File: config.mk
export PLATFORM = sky130hd
export DESIGN_NAME = fill_read_engine
export DESIGN_NICKNAME = d
export VERILOG_FILES = /design/src/rtl/fill_read_engine.sv
export SDC_FILE = /design/constraint.sdc
export NUM_CORES = 1
export LEC_CHECK = 0
export ABC_AREA = 1
export CAP_MARGIN = 20
export CORE_MARGIN = 5
export CORE_UTILIZATION = 43
export CTS_CLUSTER_DIAMETER = 150
export DETAILED_ROUTE_END_ITERATION = 8
export PLACE_DENSITY_LB_ADDON = 0.12
export SYNTH_ARGS = -nofsm -noshare
export SYNTH_HDL_FRONTEND = slang
export SYNTH_SLANG_ARGS = --single-unit
File: constraint.sdc
create_clock -name clk -period 2 [get_ports clk]
set_input_delay 0.5 -clock clk [delete_from_list [all_inputs] [get_ports clk]]
set_output_delay 0.5 -clock clk [all_outputs]
set_load 0.01 [all_outputs]
File: src/rtl/fill_read_engine.sv
// rtl/fill_read_engine.sv - single-burst cache line refill engine on an AXI-style read channel
module fill_read_engine #(
    parameter int ADDR_WIDTH = 32,
    parameter int DATA_WIDTH = 32,
    parameter int LINE_WORDS = 4,
    parameter int THREAD_ID  = 0
) (
    input  logic                             clk,
    input  logic                             rst,

    input  logic                             req_valid,
    output logic                             req_ready,
    input  logic [ADDR_WIDTH-1:0]            req_addr,

    output logic                             ARVALID,
    input  logic                             ARREADY,
    output logic [3:0]                       ARID,
    output logic [3:0]                       ARLEN,
    output logic [ADDR_WIDTH-1:0]            ARADDR,

    input  logic                             RVALID,
    output logic                             RREADY,
    input  logic [3:0]                       RID,
    input  logic                             RLAST,
    input  logic [DATA_WIDTH-1:0]            RDATA,

    output logic                             fill_valid,
    input  logic                             fill_ready,
    output logic [LINE_WORDS*DATA_WIDTH-1:0] fill_data,
    output logic                             fill_err
);

    localparam int IDX_W = $clog2(LINE_WORDS);
    localparam int CNT_W = IDX_W + 1;
    // Byte-offset bits inside one line; these are cleared to form the burst address.
    localparam int OFF_W = $clog2(LINE_WORDS * DATA_WIDTH / 8);

    localparam logic [CNT_W-1:0] LAST_CNT = CNT_W'(LINE_WORDS - 1);
    localparam logic [3:0]       MY_ID    = 4'(THREAD_ID);
    localparam logic [3:0]       BURST_LEN = 4'(LINE_WORDS - 1);

    typedef enum logic [1:0] {
        IDLE = 2'd0,
        ADDR = 2'd1,
        DATA = 2'd2,
        DONE = 2'd3
    } state_t;

    state_t                          state_q, state_d;
    logic [ADDR_WIDTH-1:0]           addr_q;
    logic [CNT_W-1:0]                count_q;
    logic                            err_q;
    logic [LINE_WORDS*DATA_WIDTH-1:0] line_q;

    logic                            req_take;
    logic                            beat_acc;
    logic                            beat_mine;
    logic                            at_last_word;
    logic                            burst_end;
    logic [IDX_W-1:0]                store_idx;
    logic [ADDR_WIDTH-1:0]           aligned_addr;

    assign aligned_addr = {req_addr[ADDR_WIDTH-1:OFF_W], {OFF_W{1'b0}}};

    // Request is only taken in IDLE; a request seen in DONE is ignored.
    assign req_take     = (state_q == IDLE) && req_valid;
    assign beat_acc     = (state_q == DATA) && RVALID;
    assign beat_mine    = beat_acc && (RID == MY_ID);
    assign at_last_word = (count_q == LAST_CNT);
    // The burst stops on RLAST or once the line is full, whichever comes first.
    assign burst_end    = beat_mine && (RLAST || at_last_word);
    assign store_idx    = count_q[IDX_W-1:0];

    // Every output is a state decode or a register, so no input reaches an output combinationally.
    assign req_ready  = (state_q == IDLE);
    assign ARVALID    = (state_q == ADDR);
    assign ARID       = MY_ID;
    assign ARLEN      = BURST_LEN;
    assign ARADDR     = addr_q;
    assign RREADY     = (state_q == DATA);
    assign fill_valid = (state_q == DONE);
    assign fill_data  = line_q;
    assign fill_err   = err_q;

    // State register.
    always_ff @(posedge clk) begin
        if (rst) begin
            state_q <= IDLE;
        end else begin
            state_q <= state_d;
        end
    end

    // Next-state logic.
    always_comb begin
        state_d = state_q;
        case (state_q)
            IDLE: if (req_valid)  state_d = ADDR;
            ADDR: if (ARREADY)    state_d = DATA;
            DATA: if (burst_end)  state_d = DONE;
            DONE: if (fill_ready) state_d = IDLE;
            default:              state_d = IDLE;
        endcase
    end

    // Burst address, beat counter, error flag and line storage.
    always_ff @(posedge clk) begin
        if (rst) begin
            addr_q  <= '0;
            count_q <= '0;
            err_q   <= 1'b0;
            line_q  <= '0;
        end else begin
            if (req_take) begin
                addr_q  <= aligned_addr;
                count_q <= '0;
                err_q   <= 1'b0;
            end
            if (beat_acc) begin
                if (beat_mine) begin
                    // Words not reached by a short burst keep their old contents.
                    for (int k = 0; k < LINE_WORDS; k++) begin
                        if (store_idx == IDX_W'(k)) begin
                            line_q[k*DATA_WIDTH +: DATA_WIDTH] <= RDATA;
                        end
                    end
                    count_q <= count_q + CNT_W'(1);
                    // RLAST must coincide exactly with the final word of the line.
                    if (RLAST != at_last_word) begin
                        err_q <= 1'b1;
                    end
                end else begin
                    // Beat for another thread: discarded, but flagged.
                    err_q <= 1'b1;
                end
            end
        end
    end

endmodule

Yosys cells after proc, flatten, opt, wreduce, memory -nomap -nowiden --
Cells that the tools add are included.
Storage, ports and cells: bits in registers 162, input bits 75, output and inout bits 173, word-level logic and storage cells 46
Cells by class: $add $sub $neg 1, equality and inequality tests 12, muxes and demuxes 12, reduce and logical (&&, ||, !) cells 13
Operator list (number):
- $reduce_and 3->1 | 4
- $mux 3 | 3
- $eq 2x2->1 const B | 4
- $mux 2 | 4
- $pmux 2 s4 | 1
- $ne 2x1->1 const B | 3
- $eq 2x1->1 const B | 2
- $logic_and 1x1->1 | 4
- $logic_not 2->1 | 2
- $logic_not 4->1 | 1
- $mux 1 | 4
- $reduce_and 4->1 | 1
- $add 3x1->3 const B | 1
- $eq 3x2->1 const B | 1
- $ne 2x2->1 const B | 1
- $logic_or 1x1->1 | 1
- $ne 1x1->1 | 1

Logic depth before layout (Yosys ltp) --
depth in word-level cells 6, depth in mapped cells 10, depth with buffers taken out 10

Worst setup path after synthesis --
OpenSTA, ideal clock, no wires.
path type reg-to-reg, start point register state_q[0], end point register line_q[56], in the netlist fill_data[56], library setup time 0.121 ns, arrival time 1.479 ns, required time 1.879 ns, slack 0.400 ns, cell stages (with the launch flop) 10, buffers on the path 2, clock period less this slack 1.600 ns, cells stage by stage dfxtp_1 inv_1 ha_1 nand2_1 inv_2 nand3_2 buf_6 nor2_8 buf_4 a21oi_1
On the way: cells in the longest elaborated chain, start to end 4
RTL lines:
- start: declaration | RTL line 49 | state_t state_q, state_d;
- start signal: assignment | RTL line 90 | state_q <= state_d;
- $eq 2x2->1 (*)
- net RREADY | RTL line 22 | output logic RREADY,
- $logic_and 1x1->1 (*) | RTL line 67 | assign beat_acc = (state_q == DATA) && RVALID;
- $logic_and 1x1->1 | RTL line 68 | assign beat_mine = beat_acc && (RID == MY_ID);
- $reduce_and 3->1 (no source line) (*)
- end signal: assignment | RTL line 112 | line_q <= '0;
- end signal: indexed assignment | RTL line 124 | line_q[k*DATA_WIDTH +: DATA_WIDTH] <= RDATA;
- end: declaration | RTL line 53 | logic [LINE_WORDS*DATA_WIDTH-1:0] line_q;
The timed path passes the listed nets; every way through them passes the cells marked *. A chain may end at the register's enable or synchronous reset.

Worst setup path in the final report --
start point register state_q[1], end point output port req_ready
On the way: cells in the longest elaborated chain, start to end 1
RTL lines:
- $logic_not 2->1 | RTL line 75 | assign req_ready = (state_q == IDLE);
- end: declaration | RTL line 12 | output logic req_ready,
No other way between the ends.

==> results.yml <==
outcome:
  status: "finished clean"
worst_setup_path:
  path_class: "register to output pin"
  r2r_slack_ps: 250
  worst-endpoint-required_ps: 1500
  cp_max_fo: 4
  end_kind: "output pin"
  worstPathArrival_ps: 1400
  cp-start-kind: "register"
timing:
  final.setup.tns_ps: 0
  post-route-period-util_pct: 94.89
  finalSetupViolCount: 0
  max_freq_mhz: 526.9
  drv_slew: 0
  finClkSkew_ps: 8.775
  hold_ws_ps: 461.0
  period_needed_ps: 1898
  rsz0062_at_grt: "false"
  hold_viol: 0
yosys:
  yosys-top-cells-area: "dfxtp_1 (53%), a21oi_2 (12%), o21ai_1 (6.8%)"
  syn_area_mm2: 0.006138
  synth-edff-count: 0
  synth.yosys.seq_area_share_pct: 52.83
  ys_types: 23
  synth_fa_ha_area_share_pct: 2.242
  syn_inst: 662
  async_flop_share_pct: 0
  muxShareOfSynthArea_pct: 0
  syn_avg_cell_area_um2: 9.272
  synth_ff_type: "dfxtp_1"
  ys_ff_latch: 162
  ys_warn_count: 0
  synth_top_family_by_area: "compound AO/OA/AOI/OAI gates"
  yosysTopAreaCellShare_pct: 52.83
  synth.largest_area_cell: "dfxtp_1"
  synth-xor-area-share_pct: 0
  synth_compound_area_share_pct: 29.19
  synth-simple-area-share_pct: 6.115
clock_network:
  numCtsBuffers: 17
  worstSkewPairLatency_ps: 420
  ctsHoldBuffers: 0
  cts_tree: "built"
  cts_root_buffer: "clkbuf_16"
  htree_levels: 4
  cts.sink_count: 162
  clk_pin_slew_ps: 60
  clockBufferDepth: 2
placement:
  gp_congestion: 0.8306
  place_area_mm2: 0.008628
  dp_cells: 1042
  dp_hpwl_mm: 11.77
  io_buffers: 231
floorplanning:
  die_area_mm2: 0.01677
  coreArea_mm2: 0.01393
  die_w_um: 129.5
  die-height_um: 129.5
  rows: 43
  pin_count: 248
  start_util_pct: 44.05
pwr:
  p_seq_share_pct: 43.9
  pwr-share-clk_pct: 40.2
  pwr-share-comb_pct: 16.0
  ir_drop_mv: 0.5730
  cell_internal_pwr_uw: 6022
  swShare_pct: 24.96
  p_per_area_mw_per_mm2: 871.0
  power.switching_uw: 2003
  leakagePower_uw: 0.003564
final_layout:
  final_util_pct: 66.12
  drive_gt1_share_pct: 15.90
  layout.cells.non_filler: 1073
  area_growth_pct: 50.10
  layout.nets: 967
  fillCellCount: 1141
  diodes: 0
  fin_area_mm2: 0.009214
grt:
  grt_pass1_wl_mm: 27.03
  antenna_found_initial: 0
  grt_start_max_net_pins: 95
  grt_overflow_total: 0
  grt_pass1_vias: 5361
  grt_use_total_pct: 20.14
detailed_routing:
  viasPerCell: 4.865
  wl_per_cell_um: 15.59
  firstDrtPassIters: 4
  drcViolationCount: 0
  vias: 5220
  postRouteAntennaNets: 0
  dr.first_iter.drc_count: 275
  drt_wl_total_mm: 16.73
flow_run:
  maxCapViolCount: 0
hold_path:
  min_path_type: "register to register"
## per-stage QoR
| step | total power, uW | setup slack, ps |
|---|---|---|
| final | 8025 | 102.2 |
| after floorplan | 4222 | 399.8 |
| after global routing | 8418 | 4.606 |
| after global placement | 4845 | -24.65 |
| after detailed placement | 4903 | -82.55 |
| after CTS | 8107 | 35.67 |
## placed cells by master, fill, tap and decap left out, types with 2 or more instances in the layout
cell type        instances
a21oi_1                 50
a21oi_2                 84
buf_12                  13
buf_4                    5
bufinv_16                2
clkbuf_1                 2
clkbuf_16               17
clkbuf_8                 4
clkdlybuf4s50_1        227
clkinv_2                 3
clkinvlp_4               3
conb_1                  12
dfxtp_1                161
dlygate4sd2_1            4
ha_1                    11
inv_1                   50
inv_2                    2
nand2_1                 10
nor2_1                  60
nor2_2                   2
nor2_8                   3
o21ai_0                 77
o21ai_1                 84
## per-layer routing
metal / global-route usage (%) / up-vias / wire length (um)
met4: 7.335 / 0 / 332
met3: 7.873 / 27 / 1533
met2: 32.44 / 172 / 7760
met5: 0 / - / 0
met1: 24.58 / 2381 / 7099
li1: - / 2640 / -
## cell type report
type                       count  area [um^2]  share of cell area (%)
sequential                   162         3244                   35.21
timing repair buffer         249         2605                   28.27
multi-input combinational    398         2350                   25.50
clock buffer                  23        488.0                   5.296
tap                          180        225.2                   2.444
inverter                      53        200.2                   2.173
clock inverter                 8        101.3                   1.100
## logic make-up after synthesis
kind of cell | count (synthesis)
compound gates | 295
flops | 162
simple gates | 80
fa+ha+maj | 11
buf+inv | 112
other cells | 2
## cells in the mapped netlist (all sizes together), types with 2 or more instances
cell    instances
dfxtp         162
o21ai         161
a21oi         134
nor2           66
inv            53
buf            40
clkbuf         19
ha             11
nand2          10
conb            2
nand3           2
## power groups by stage
stage / logic (uW) / registers (uW) / clock network, uW
finish: 1280 / 3520 / 3220
global route: 1420 / 3540 / 3450
CTS: 1290 / 3520 / 3300
detailed placement: 1310 / 3590 / 0
global placement: 1270 / 3580 / 0
floorplan: 557 / 3670 / 0
## worst paths after layout
| path | start | to | cells past startpoint |
|---|---|---|---|
| worst min-delay path | count_q[2] | count_q[2] | 2 |
| worst max-delay path | state_q[1] | req_ready | 3 |
| worst max register to register | state_q[0] | fill_data[8] | 10 |
| worst min register to register | count_q[2] | count_q[2] | 2 |
## worst max-delay path: stages (launching register included)
cell	delay, ps
dfxtp_1	380
inv_1	100
ha_1	210
dlygate4sd2_1	300
## repair_timing
action,in CTS,in global routing
setup endpoints to repair,4,1
pin swaps,0,0
gates resized for setup,4,1
cloned,0,0
setup buffers,0,0
## state kept, by name, indices dropped and copies added, names as in the netlist
signal	count
count_q	3
fill_err	1
ARADDR	28
fill_data	128
state_q	2
Power figures use the tool's default switching activity.
